==> src/rtl/ram_arbiter_if.sv <==
// Client and RAM-side signal bundle for ram_arbiter; slave is the arbiter view,
// master is the clients-plus-RAM view.
interface ram_arbiter_if #(
  parameter int DATA_WIDTH = 8,
  parameter int ADDR_WIDTH = 4
);
  logic                  c0_req;
  logic                  c0_we;
  logic [ADDR_WIDTH-1:0] c0_addr;
  logic [DATA_WIDTH-1:0] c0_wdata;
  logic                  c0_gnt;
  logic                  c0_rvalid;
  logic [DATA_WIDTH-1:0] c0_rdata;

  logic                  c1_req;
  logic                  c1_we;
  logic [ADDR_WIDTH-1:0] c1_addr;
  logic [DATA_WIDTH-1:0] c1_wdata;
  logic                  c1_gnt;
  logic                  c1_rvalid;
  logic [DATA_WIDTH-1:0] c1_rdata;

  logic                  ram_wren;
  logic [ADDR_WIDTH-1:0] ram_wraddress;
  logic [DATA_WIDTH-1:0] ram_data;
  logic [ADDR_WIDTH-1:0] ram_rdaddress;
  logic [DATA_WIDTH-1:0] ram_q;

  modport slave (
    input  c0_req, c0_we, c0_addr, c0_wdata,
    input  c1_req, c1_we, c1_addr, c1_wdata,
    input  ram_q,
    output c0_gnt, c0_rvalid, c0_rdata,
    output c1_gnt, c1_rvalid, c1_rdata,
    output ram_wren, ram_wraddress, ram_data, ram_rdaddress
  );

  modport master (
    output c0_req, c0_we, c0_addr, c0_wdata,
    output c1_req, c1_we, c1_addr, c1_wdata,
    output ram_q,
    input  c0_gnt, c0_rvalid, c0_rdata,
    input  c1_gnt, c1_rvalid, c1_rdata,
    input  ram_wren, ram_wraddress, ram_data, ram_rdaddress
  );
endinterface

==> src/rtl/ram_arbiter.sv <==
// Two-client round-robin arbiter in front of a simple dual-port RAM; zero-cycle grants,
// read data one cycle after grant. Ungranted clients hold their request until accepted.
module ram_arbiter #(
  parameter int DATA_WIDTH = 8,
  parameter int ADDR_WIDTH = 4
) (
  input  logic          clk,
  input  logic          rst,
  ram_arbiter_if.slave  bus
);

  logic                  wr_prio_q, wr_prio_d;
  logic                  rd_prio_q, rd_prio_d;
  logic [1:0]            rd_owner_q, rd_owner_d;
  logic [ADDR_WIDTH-1:0] wr_addr_q, wr_addr_d;
  logic [DATA_WIDTH-1:0] wr_data_q, wr_data_d;
  logic [ADDR_WIDTH-1:0] rd_addr_q, rd_addr_d;

  logic [1:0] wr_cand, rd_cand;
  logic       wr_gnt0, wr_gnt1, rd_gnt0, rd_gnt1;

  always_comb begin
    wr_gnt0    = 1'b0;
    wr_gnt1    = 1'b0;
    rd_gnt0    = 1'b0;
    rd_gnt1    = 1'b0;
    wr_prio_d  = wr_prio_q;
    rd_prio_d  = rd_prio_q;
    wr_addr_d  = wr_addr_q;
    wr_data_d  = wr_data_q;
    rd_addr_d  = rd_addr_q;
    wr_cand    = {bus.c1_req & bus.c1_we, bus.c0_req & bus.c0_we};
    rd_cand    = {bus.c1_req & ~bus.c1_we, bus.c0_req & ~bus.c0_we};

    // prio pointer names the client that wins a tie; grants are suppressed in reset
    if (!rst) begin
      wr_gnt0 = wr_cand[0] & (~wr_cand[1] | ~wr_prio_q);
      wr_gnt1 = wr_cand[1] & (~wr_cand[0] |  wr_prio_q);
      rd_gnt0 = rd_cand[0] & (~rd_cand[1] | ~rd_prio_q);
      rd_gnt1 = rd_cand[1] & (~rd_cand[0] |  rd_prio_q);
    end

    if (wr_gnt0) begin
      wr_prio_d = 1'b1;
      wr_addr_d = bus.c0_addr;
      wr_data_d = bus.c0_wdata;
    end else if (wr_gnt1) begin
      wr_prio_d = 1'b0;
      wr_addr_d = bus.c1_addr;
      wr_data_d = bus.c1_wdata;
    end

    if (rd_gnt0) begin
      rd_prio_d = 1'b1;
      rd_addr_d = bus.c0_addr;
    end else if (rd_gnt1) begin
      rd_prio_d = 1'b0;
      rd_addr_d = bus.c1_addr;
    end

    rd_owner_d = {rd_gnt1, rd_gnt0};
  end

  always_ff @(posedge clk) begin
    if (rst) begin
      wr_prio_q  <= 1'b0;
      rd_prio_q  <= 1'b0;
      rd_owner_q <= 2'b00;
      wr_addr_q  <= '0;
      wr_data_q  <= '0;
      rd_addr_q  <= '0;
    end else begin
      wr_prio_q  <= wr_prio_d;
      rd_prio_q  <= rd_prio_d;
      rd_owner_q <= rd_owner_d;
      wr_addr_q  <= wr_addr_d;
      wr_data_q  <= wr_data_d;
      rd_addr_q  <= rd_addr_d;
    end
  end

  assign bus.c0_gnt        = wr_gnt0 | rd_gnt0;
  assign bus.c1_gnt        = wr_gnt1 | rd_gnt1;
  assign bus.ram_wren      = wr_gnt0 | wr_gnt1;
  assign bus.ram_wraddress = wr_addr_d;
  assign bus.ram_data      = wr_data_d;
  assign bus.ram_rdaddress = rd_addr_d;

  // RAM output is registered, so one shared bus qualified per client is enough
  assign bus.c0_rvalid = rd_owner_q[0];
  assign bus.c1_rvalid = rd_owner_q[1];
  assign bus.c0_rdata  = bus.ram_q;
  assign bus.c1_rdata  = bus.ram_q;

endmodule

==> src/flat_wrapper.sv <==
// flat-port wrapper written by rule: the top's interface ports become plain ports
module ram_arbiter_flat 
#(
  parameter int DATA_WIDTH = 8,
  parameter int ADDR_WIDTH = 4
)
  (clk, rst, bus_c0_req, bus_c0_we, bus_c0_addr, bus_c0_wdata, bus_c1_req, bus_c1_we, bus_c1_addr, bus_c1_wdata, bus_ram_q, bus_c0_gnt, bus_c0_rvalid, bus_c0_rdata, bus_c1_gnt, bus_c1_rvalid, bus_c1_rdata, bus_ram_wren, bus_ram_wraddress, bus_ram_data, bus_ram_rdaddress);
  ram_arbiter_if #(.DATA_WIDTH(DATA_WIDTH), .ADDR_WIDTH(ADDR_WIDTH)) bus_i ();
  input  logic clk;
  input  logic rst;
  input wire logic [$bits(bus_i.c0_req)-1:0] bus_c0_req;
  input wire logic [$bits(bus_i.c0_we)-1:0] bus_c0_we;
  input wire logic [$bits(bus_i.c0_addr)-1:0] bus_c0_addr;
  input wire logic [$bits(bus_i.c0_wdata)-1:0] bus_c0_wdata;
  input wire logic [$bits(bus_i.c1_req)-1:0] bus_c1_req;
  input wire logic [$bits(bus_i.c1_we)-1:0] bus_c1_we;
  input wire logic [$bits(bus_i.c1_addr)-1:0] bus_c1_addr;
  input wire logic [$bits(bus_i.c1_wdata)-1:0] bus_c1_wdata;
  input wire logic [$bits(bus_i.ram_q)-1:0] bus_ram_q;
  output wire logic [$bits(bus_i.c0_gnt)-1:0] bus_c0_gnt;
  output wire logic [$bits(bus_i.c0_rvalid)-1:0] bus_c0_rvalid;
  output wire logic [$bits(bus_i.c0_rdata)-1:0] bus_c0_rdata;
  output wire logic [$bits(bus_i.c1_gnt)-1:0] bus_c1_gnt;
  output wire logic [$bits(bus_i.c1_rvalid)-1:0] bus_c1_rvalid;
  output wire logic [$bits(bus_i.c1_rdata)-1:0] bus_c1_rdata;
  output wire logic [$bits(bus_i.ram_wren)-1:0] bus_ram_wren;
  output wire logic [$bits(bus_i.ram_wraddress)-1:0] bus_ram_wraddress;
  output wire logic [$bits(bus_i.ram_data)-1:0] bus_ram_data;
  output wire logic [$bits(bus_i.ram_rdaddress)-1:0] bus_ram_rdaddress;
  assign bus_i.c0_req = bus_c0_req;
  assign bus_i.c0_we = bus_c0_we;
  assign bus_i.c0_addr = bus_c0_addr;
  assign bus_i.c0_wdata = bus_c0_wdata;
  assign bus_i.c1_req = bus_c1_req;
  assign bus_i.c1_we = bus_c1_we;
  assign bus_i.c1_addr = bus_c1_addr;
  assign bus_i.c1_wdata = bus_c1_wdata;
  assign bus_i.ram_q = bus_ram_q;
  assign bus_c0_gnt = bus_i.c0_gnt;
  assign bus_c0_rvalid = bus_i.c0_rvalid;
  assign bus_c0_rdata = bus_i.c0_rdata;
  assign bus_c1_gnt = bus_i.c1_gnt;
  assign bus_c1_rvalid = bus_i.c1_rvalid;
  assign bus_c1_rdata = bus_i.c1_rdata;
  assign bus_ram_wren = bus_i.ram_wren;
  assign bus_ram_wraddress = bus_i.ram_wraddress;
  assign bus_ram_data = bus_i.ram_data;
  assign bus_ram_rdaddress = bus_i.ram_rdaddress;
  ram_arbiter #(.DATA_WIDTH(DATA_WIDTH), .ADDR_WIDTH(ADDR_WIDTH)) u_core (.clk(clk), .rst(rst), .bus(bus_i));
endmodule
==> config.mk <==
export PLATFORM = sky130hd
export DESIGN_NAME = ram_arbiter_flat
export DESIGN_NICKNAME = d
export VERILOG_FILES = /design/src/rtl/ram_arbiter_if.sv /design/src/rtl/ram_arbiter.sv /design/src/flat_wrapper.sv
export SDC_FILE = /design/constraint.sdc
export NUM_CORES = 1
export LEC_CHECK = 0
export ABC_AREA = 1
export CAP_MARGIN = 30
export CELL_PAD_IN_SITES_DETAIL_PLACEMENT = 1
export CELL_PAD_IN_SITES_GLOBAL_PLACEMENT = 2
export CORE_ASPECT_RATIO = 1.2
export CORE_MARGIN = 4
export CORE_UTILIZATION = 18
export DETAILED_ROUTE_END_ITERATION = 8
export HOLD_SLACK_MARGIN = 0.03
export PLACE_DENSITY = 0.84
export REMOVE_ABC_BUFFERS = 1
export SLEW_MARGIN = 20
export SYNTH_ARGS = -nofsm -noshare
export SYNTH_HDL_FRONTEND = slang
export SYNTH_SLANG_ARGS = --single-unit
==> constraint.sdc <==
create_clock -name clk -period 1.4 [get_ports clk]
set_input_delay 0.14 -clock clk [delete_from_list [all_inputs] [get_ports clk]]
set_output_delay 0.14 -clock clk [all_outputs]
set_load 0.005 [all_outputs]
* Word level (Yosys, flattened, before mapping)
Cells that the tools add are included.
Widths: inputs -> output; s select.
** Operators by class
- $add $sub $neg :: 0
- $mul :: 0
- Div/mod/pow operators :: 0
- Order comparisons :: 0
- Eq/ne operators :: 0
- Shift-type cells :: 0
- Muxes and demuxes :: 14
- Bitwise logic cells :: 23
- Reduce and logical (&&, ||, !) cells :: 2
** Operator list (number)
- $mux 4 :: 4
- $mux 8 :: 2
- $and 1x1->1 :: 8
- $mux 1 :: 8
- $not 1->1 :: 8
- $or 1x1->1 :: 7
- $reduce_bool 2->1 :: 2
** Storage, ports and cells
- Register bits after elaboration :: 20
- Latch bits :: 0
- Bits in writable memories :: 0
- Memory bits (read-only) :: 0
- Input bits :: 38
- Logic and storage cells :: 45
- Memories kept :: 0

* Logic depth before layout (Yosys ltp)
Gate-level depths: netlist of run 1.
- Depth in word-level cells :: 8
- Depth in mapped cells :: 9
- Depth with buffers taken out :: 8

* Least setup slack after synthesis of run 1
OpenSTA, ideal clock, no wires.
- Path kind :: register to output
- From :: register u_core.wr_prio_q
- To :: output bus_ram_data[3]
- Data arrival time :: 0.935 ns
- Setup slack :: 0.325 ns
- Stages on the path, launching flop included :: 7
- Cells stage by stage :: dfxtp_1 > nand3_1 > nand3_4 > buf_6 > or2_0 > nand2_1 > inv_1
** Between the ends
- Word-level cells in the longest chain between the ends :: 5
** Ends and longest elaborated chain
- from (decl) :: RTL line ram_arbiter.sv:12 : logic wr_prio_q, wr_prio_d;
- from (signal assigned) :: RTL line ram_arbiter.sv:73 : wr_prio_q <= wr_prio_d;
- $or 1x1->1 or $not 1->1 (tied branches) :: RTL line ram_arbiter.sv:38, ram_arbiter.sv:37
- $and 1x1->1 or $or 1x1->1 (tied branches) :: RTL line ram_arbiter.sv:38, ram_arbiter.sv:37
- $mux 1 or $and 1x1->1 (tied branches) :: RTL line ram_arbiter.sv:36, ram_arbiter.sv:37
- $mux 8 or $mux 1 (tied branches) :: RTL line ram_arbiter.sv:47, ram_arbiter.sv:36
- $mux 8 * :: RTL line ram_arbiter.sv:43 : if (wr_gnt0) begin
- to (decl) :: RTL line flat_wrapper.sv:28 : output wire logic [$bits(bus_i.ram_data)-1:0] bus_ram_data;
Every way passes the cells marked *; elsewhere a longest branch is shown, timed or not.

* Final worst setup path of run 1
- From :: register u_core.wr_prio_q
- To :: register u_core.wr_addr_q[0]
** Between the ends
- Word-level cells in the longest chain between the ends :: 5
** Ends and longest elaborated chain
- $or 1x1->1 or $not 1->1 (tied branches) :: RTL line ram_arbiter.sv:38, ram_arbiter.sv:37
- $and 1x1->1 or $or 1x1->1 (tied branches) :: RTL line ram_arbiter.sv:38, ram_arbiter.sv:37
- $mux 1 or $and 1x1->1 (tied branches) :: RTL line ram_arbiter.sv:36, ram_arbiter.sv:37
- $mux 4 or $mux 1 (tied branches) :: RTL line ram_arbiter.sv:47, ram_arbiter.sv:36
- $mux 4 * :: RTL line ram_arbiter.sv:43
- to (signal assigned) :: RTL line ram_arbiter.sv:76 : wr_addr_q <= wr_addr_d;
- to (decl) :: RTL line ram_arbiter.sv:15 : logic [ADDR_WIDTH-1:0] wr_addr_q, wr_addr_d;
Marks and branches as above.
A chain may end at the register's enable or synchronous reset.

==> flow_metrics.env, run 1 <==
export IMPL_ios=75
export IMPL_worstPathRequired_ps=1610
export IMPL_final_cell_mix="31 x buf_6, 31 x buf_4, 26 x clkdlybuf4s50_1, 22 x nand2_1"
export IMPL_finalCritPeriodShare_pct=123
export IMPL_diodes=0
export IMPL_wl_um=5490
export IMPL_via_count=1555
export IMPL_grt_overflow_total=0
export IMPL_gp_congestion=0.837
export IMPL_finalHoldViolCount=0
export IMPL_reg2reg_slack_ps=-320
export IMPL_max_freq_ghz=0.581
export IMPL_slew_headroom_pct=86.3
export IMPL_yosysSeqAreaShare_pct=31.3
export IMPL_chipWidth_um=85.0
export IMPL_setup_violations=24
export IMPL_critPathMaxStageDelay_ps=370
export IMPL_drive_above_1_share_pct=58.9
export IMPL_fillers=798
export IMPL_core_area_um2=6900
export IMPL_final_nets=324
export IMPL_layout_setup_ws_ps=-322
export IMPL_peakVddDrop_mv=0.503
export IMPL_clock_sinks=20
export IMPL_drt_pass1_iter_count=4
export IMPL_drv_cap=0
export IMPL_cts_buffers=3
export IMPL_cp_arrival_ps=1940
export IMPL_p_leak_nw=1.35
export IMPL_slowest_stage="dfxtp_2"
export IMPL_syn_instance_count=190
export IMPL_path_class="reg2reg"
export IMPL_drc_errors=0
export IMPL_first_iter_violations=17
export IMPL_fin_util_pct=39.2
export IMPL_rsz0062_at_grt="yes"
export IMPL_vias_per_cell=4.18
export IMPL_holdCritPathClass="in2out"
export IMPL_cts_tree="built"
export IMPL_port_buffers=50
export IMPL_violations="setup timing"
export IMPL_crit_top_cell="buf_4"
export IMPL_clock_latency_ps=270
export IMPL_crit_start="u_core.wr_prio_q"
export IMPL_wl_per_cell_um=14.8
export IMPL_cp_max_fo=3
export IMPL_hold_slack_ps=280
export IMPL_drv_slew=0
export IMPL_h_tree_depth=1
export IMPL_antenna_found_initial=0
export IMPL_setup_tns_ps=-3960
export IMPL_track_usage_pct=12.1
export IMPL_start_kind="flip-flop"
export IMPL_grt_first_pass_wirelength_um=8260
export IMPL_dpl_cell_area_um2=1950
export IMPL_die_area_um2=8530
export IMPL_r2r_start="u_core.wr_prio_q"
export IMPL_ys_types=20
export IMPL_grt_pass1_vias=1699
export IMPL_endpoint_kind="flip-flop"
export IMPL_ys_ff_latch=20
export IMPL_cts_path_max_buffers=2
export IMPL_netlist_area_um2=1280
export IMPL_clk_pin_slew_worst_paths_ps=90
export IMPL_rr_endpoint="u_core.wr_addr_q[0]"
export IMPL_syn_area_per_cell_um2=6.74
export IMPL_ant_nets=0
export IMPL_finClkSkew_ps=8.91
export IMPL_initial_utilization_pct=18.6
export IMPL_path_cells="buf_6 > inv_4 > nand2_4 > buf_6 > nand3_2 > nand3_1 > nand2_4 > buf_6 > buf_4 > buf_4 > buf_4 > buf_4 > nor2_2"
export IMPL_worstRegToRegCells=13
export IMPL_yosys_warnings=0
export IMPL_area_growth_pct=111
export IMPL_hpwl_um=3170
export IMPL_ctsRootBufferMaster="clkbuf_8"
export IMPL_worst_pin_slew_ps=205
export IMPL_fin_crit_ps=1720
export IMPL_die_y_um=100
export IMPL_status="finished, violations left"
export IMPL_design_area_um2=2700
export IMPL_grt_max_degree=15
export IMPL_p_per_area_nw_per_um2=732
export IMPL_endpoint="u_core.wr_addr_q[0]"
export IMPL_core_rowCount=33
[cell type report]
class | count | area, µm² | area share [%]
well taps | 87 | 109 | 4.03
repair buffers | 114 | 1140 | 42.2
multi-input cells | 117 | 837 | 31.0
inverters | 30 | 140 | 5.19
clock buffers | 3 | 41.3 | 1.53
clock inverters | 1 | 30.0 | 1.11
flip-flops and latches | 20 | 403 | 14.9
[what timing repair did]
action                                 4_1_cts  5_1_grt
buffers inserted                            34       14
endpoints found under the hold margin        0        0
gates resized for setup                    141       54
pin swaps                                   33       20
hold buffers                                 0        0
gates cloned                                 2        0
setup endpoints to repair                   21       29
[metal layers]
metal / global-route usage [%] / vias to the layer above / part of all wire, %
met3: 4.11 / 10 / 6.8
met5: 0 / - / 0
met1: 12.7 / 730 / 35
met4: 3.17 / 0 / 2.5
met2: 22.8 / 64 / 56
li1: - / 751 / -
[per-stage QoR]
step           total power [mW]  instances  worst slack [ps]
6_report                   1.98        372              -322
5_1_grt                    2.09        372              -385
4_1_cts                    1.90        365              -296
3_5_place_dp               1.15        327              -693
3_3_place_gp               1.14        327              -650
2_1_floorplan             0.802        167               301
[cells in the mapped netlist]
cell type,number,share of area [%]
inv_4,1,0.49
dfxtp_1,20,31
nand3_2,1,0.78
nand2_2,7,3.4
clkbuf_1,1,0.29
inv_2,7,2.1
nand3_4,1,1.4
a21oi_1,1,0.39
buf_2,2,0.78
nand3_1,37,14
nand2_1,42,12
nor2_1,11,3.2
or2_1,4,2.0
inv_1,22,6.5
buf_6,4,3.5
nor2_2,6,2.9
nor2_8,1,1.6
nand2_4,1,0.88
or2_0,5,2.4
buf_4,16,9.4
[how the worst min path moves through the flow]
stage	endpoint	cells past startpoint	from
floorplan	u_core.wr_addr_q[0]	1	rst
global route	bus_c1_rdata[1]	0	bus_ram_q[1]
global placement	bus_c1_rdata[0]	0	bus_ram_q[0]
CTS	bus_c1_rdata[0]	0	bus_ram_q[0]
finish	bus_c1_rdata[0]	0	bus_ram_q[0]
detailed placement	bus_c1_rdata[0]	0	bus_ram_q[0]
[kinds of logic (layout without fill, tap and decap cells)]
kind of cell	Yosys count	after routing	share of synthesized area [%]
flops	20	20	31.3
compound gates	1	1	0.391
buf+inv	53	148	23.0
simple gates	116	116	45.4
[flip-flops by register name, indices dropped and copies added, names as in the netlist]
name	flops
u_core.rd_addr_q	4
u_core.rd_owner_q	2
u_core.rd_prio_q	1
u_core.wr_addr_q	4
u_core.wr_data_q	8
u_core.wr_prio_q	1
[report_power, final]
| group | internal [mW] | total (mW) | switching (mW) | leakage (nW) |
|---|---|---|---|---|
| Sequential | 0.607 | 0.622 | 0.0156 | 0.165 |
| Clock | 0.382 | 0.599 | 0.217 | 0.0357 |
| Combinational | 0.438 | 0.756 | 0.318 | 1.15 |
[critical path: cells and delay by family, from the launching register on]
family	cells	cell delay [ps]
buffers and inverters	8	860
flip-flops	1	370
AND/OR/NAND/NOR	5	450
No activity file was read; power rests on OpenSTA's default activity.
==> inputs of run 2 (changes only) <==
--- a/config.mk
+++ b/config.mk
@@ -11,12 +11,12 @@
 export CELL_PAD_IN_SITES_GLOBAL_PLACEMENT = 2
 export CORE_ASPECT_RATIO = 1.2
 export CORE_MARGIN = 4
-export CORE_UTILIZATION = 18
+export CORE_UTILIZATION = 20
 export DETAILED_ROUTE_END_ITERATION = 8
 export HOLD_SLACK_MARGIN = 0.03
-export PLACE_DENSITY = 0.84
+export PLACE_DENSITY = 0.92
 export REMOVE_ABC_BUFFERS = 1
-export SLEW_MARGIN = 20
+export SLEW_MARGIN = 30
 export SYNTH_ARGS = -nofsm -noshare
 export SYNTH_HDL_FRONTEND = slang
 export SYNTH_SLANG_ARGS = --single-unit
==> constraint.sdc (replaced) <==
create_clock -name clk -period 2 [get_ports clk]
set_input_delay 0.2 -clock clk [delete_from_list [all_inputs] [get_ports clk]]
set_output_delay 0.2 -clock clk [all_outputs]
set_load 0.005 [all_outputs]
==> run 2 against run 1 <==
  * The run now ends clean
  * Global-route usage decreased by 0.23 points
  * Die area decreased by 9.2%
  * Sequential power decreased by 31%
  * First-iteration DRC count increased to 2.5 times the previous value
  * Largest power group is now sequential cells
  * Critical endpoint is now bus_ram_rdaddress[2]
  * Sequential cell count unchanged
==> flow_metrics.env, run 2 (same netlist as run 1, synthesis figures left out) <==
export IMPL_cp_arrival_ps=1730
export IMPL_drt_pass1_iter_count=3
export IMPL_setup_tns_ps=0
export IMPL_die_area_um2=7750
export IMPL_gp_congestion=0.775
export IMPL_path_class="in2out"
export IMPL_critPathTopFamily="buffers and inverters"
export IMPL_slowest_stage="clkdlybuf4s50_1"
export IMPL_cts_buffers=3
export IMPL_holdCritPathClass="in2out"
export IMPL_status="completed"
export IMPL_peakVddDrop_mv=0.228
export IMPL_wl_um=4480
export IMPL_final_cell_mix="40 x nand2_1, 37 x buf_4, 35 x nand3_1, 29 x clkdlybuf4s50_1, 22 x inv_1"
export IMPL_rsz0062_at_grt="yes"
export IMPL_crit_start="rst"
export IMPL_worstPathRequired_ps=1800
export IMPL_ios=75
export IMPL_vias_per_cell=4.16
export IMPL_max_freq_ghz=0.517
export IMPL_p_leak_nw=1.16
export IMPL_slew_headroom_pct=86.0
export IMPL_dp_cells=320
export IMPL_endpoint="bus_ram_rdaddress[2]"
export IMPL_drive_above_1_share_pct=30.2
export IMPL_drv_cap=0
export IMPL_finalCritPeriodShare_pct=96.6
export IMPL_diodes=0
export IMPL_grt_first_pass_wirelength_um=7220
export IMPL_setup_violations=0
export IMPL_hpwl_um=3050
export IMPL_core_rowCount=31
export IMPL_area_growth_pct=71.9
export IMPL_drv_slew=0
export IMPL_grt_pass1_vias=1528
export IMPL_ctsRootBufferMaster="clkbuf_8"
export IMPL_worstRegToRegCells=8
export IMPL_largest_registers="u_core.wr_data_q: 8 flops, u_core.rd_addr_q: 4 flops, u_core.wr_addr_q: 4 flops"
export IMPL_final_nets=304
export IMPL_stdcell_count=347
export IMPL_grt_overflow_total=0
export IMPL_ant_nets=0
export IMPL_die_y_um=95.6
export IMPL_p_per_area_nw_per_um2=549
export IMPL_worst_pin_slew_ps=209
export IMPL_clock_sinks=20
export IMPL_start_kind="input pin"
export IMPL_grt_busiest_layer="met2"
export IMPL_cts_path_max_buffers=2
export IMPL_cts_tree="built"
export IMPL_grt_use_met2_pct=22.3
export IMPL_cp_max_fo=5
export IMPL_reg2reg_slack_ps=620
export IMPL_antenna_found_initial=0
export IMPL_final_common_cell="nand2_1"
export IMPL_core_area_um2=6130
export IMPL_p_total_mw=1.21
export IMPL_critPathMaxStageDelay_ps=500
export IMPL_initial_utilization_pct=20.9
export IMPL_fin_crit_ps=1930
export IMPL_finClkSkew_ps=4.38
export IMPL_via_count=1443
export IMPL_wl_per_cell_um=12.9
export IMPL_grt_use_met3_pct=3.59
export IMPL_h_tree_depth=1
export IMPL_regMostFlops="u_core.wr_data_q"
export IMPL_chipWidth_um=81.0
export IMPL_grt_util_met1_pct=12.5
export IMPL_port_buffers=50
export IMPL_path_depth=8
export IMPL_path_cells="clkdlybuf4s50_1 > buf_6 > nor2_4 > nand2_4 > nand2_1 > nand3_1 > nand2_1 > clkdlybuf4s50_1"
export IMPL_largest_reg_flops=8
export IMPL_endpoint_kind="output pin"
export IMPL_clock_latency_ps=260
export IMPL_drc_errors=0
export IMPL_first_iter_violations=43
export IMPL_hold_buffers=0
export IMPL_finalHoldViolCount=0
export IMPL_critical_path_buf_inv_count=3
export IMPL_r2r_start="u_core.wr_prio_q"
export IMPL_track_usage_pct=11.9
export IMPL_grt_max_degree=15
export IMPL_rr_endpoint="u_core.wr_data_q[4]"
-- run 2: changes by cell type in the layout (fill, tap and decap cells not counted), moves of 9 or more --
cell	previous run	this run
nand3_1	15	35
nand2_2	19	7
buf_6	31	2
nand3_2	19	2
nand2_1	22	40
buf_2	9	0
inv_1	11	22
-- run 2: how the worst min path moves through the flow --
stage	from	end	slack, ps	cells after the start
3_5_place_dp	bus_ram_q[0]	bus_c1_rdata[0]	400	0
3_3_place_gp	bus_ram_q[0]	bus_c1_rdata[0]	400	0
6_report	bus_ram_q[0]	bus_c1_rdata[0]	400	0
5_1_grt	bus_ram_q[1]	bus_c1_rdata[1]	400	0
4_1_cts	bus_ram_q[0]	bus_c1_rdata[0]	400	0
2_1_floorplan	rst	u_core.wr_addr_q[0]	270	1
-- run 2: area by class of cell --
cell class                 instances  area [µm²]
fill                             796        3930
timing repair buffer              92         837
multi-input combinational        119         667
sequential                        20         400
inverter                          30         123
tap                               82         103
clock buffer                       3        41.3
clock inverter                     1        30.0
-- run 2: routing by layer --
layer,part of all wire (%),vias up,wire [µm]
met3,6.2,4,277
met2,56,44,2510
met5,0,-,0
li1,-,718,-
met4,0.85,0,38
met1,37,677,1650
-- run 2: metrics by stage --
step                cell area (µm²)  hold WS, ps  setup slack (ps)  util [%]
CTS                            2120          400             -32.1      34.7
floorplan                      1100          267               841         -
global placement               1890          400              -207      30.8
finish                         2200          400              67.2      35.9
detailed placement             1890          400              -214      30.8
global route                   2200          400             -11.0      35.9
-- run 2: power by group --
group / switching (mW) / internal (mW)
Clock: 0.143 / 0.267
Combinational: 0.164 / 0.203
Sequential: 0.00835 / 0.424
Total: 0.315 / 0.894
-- run 2: timing repair --
action / CTS / global route
buffers inserted: 11 / 10
hold endpoints to repair: 0 / 0
resized for setup: 33 / 12
gates cloned: 2 / 0
pin swaps: 7 / 6
endpoints found under the setup margin: 19 / 7
-- run 2: worst register-to-register path: stages, from the launching register on --
cell,delay [ps]
dfxtp_1,380
nand3_2,190
nand3_4,120
buf_4,140
or2_0,110
nand2_1,80
buf_4,140
buf_4,120
nor2_1,70
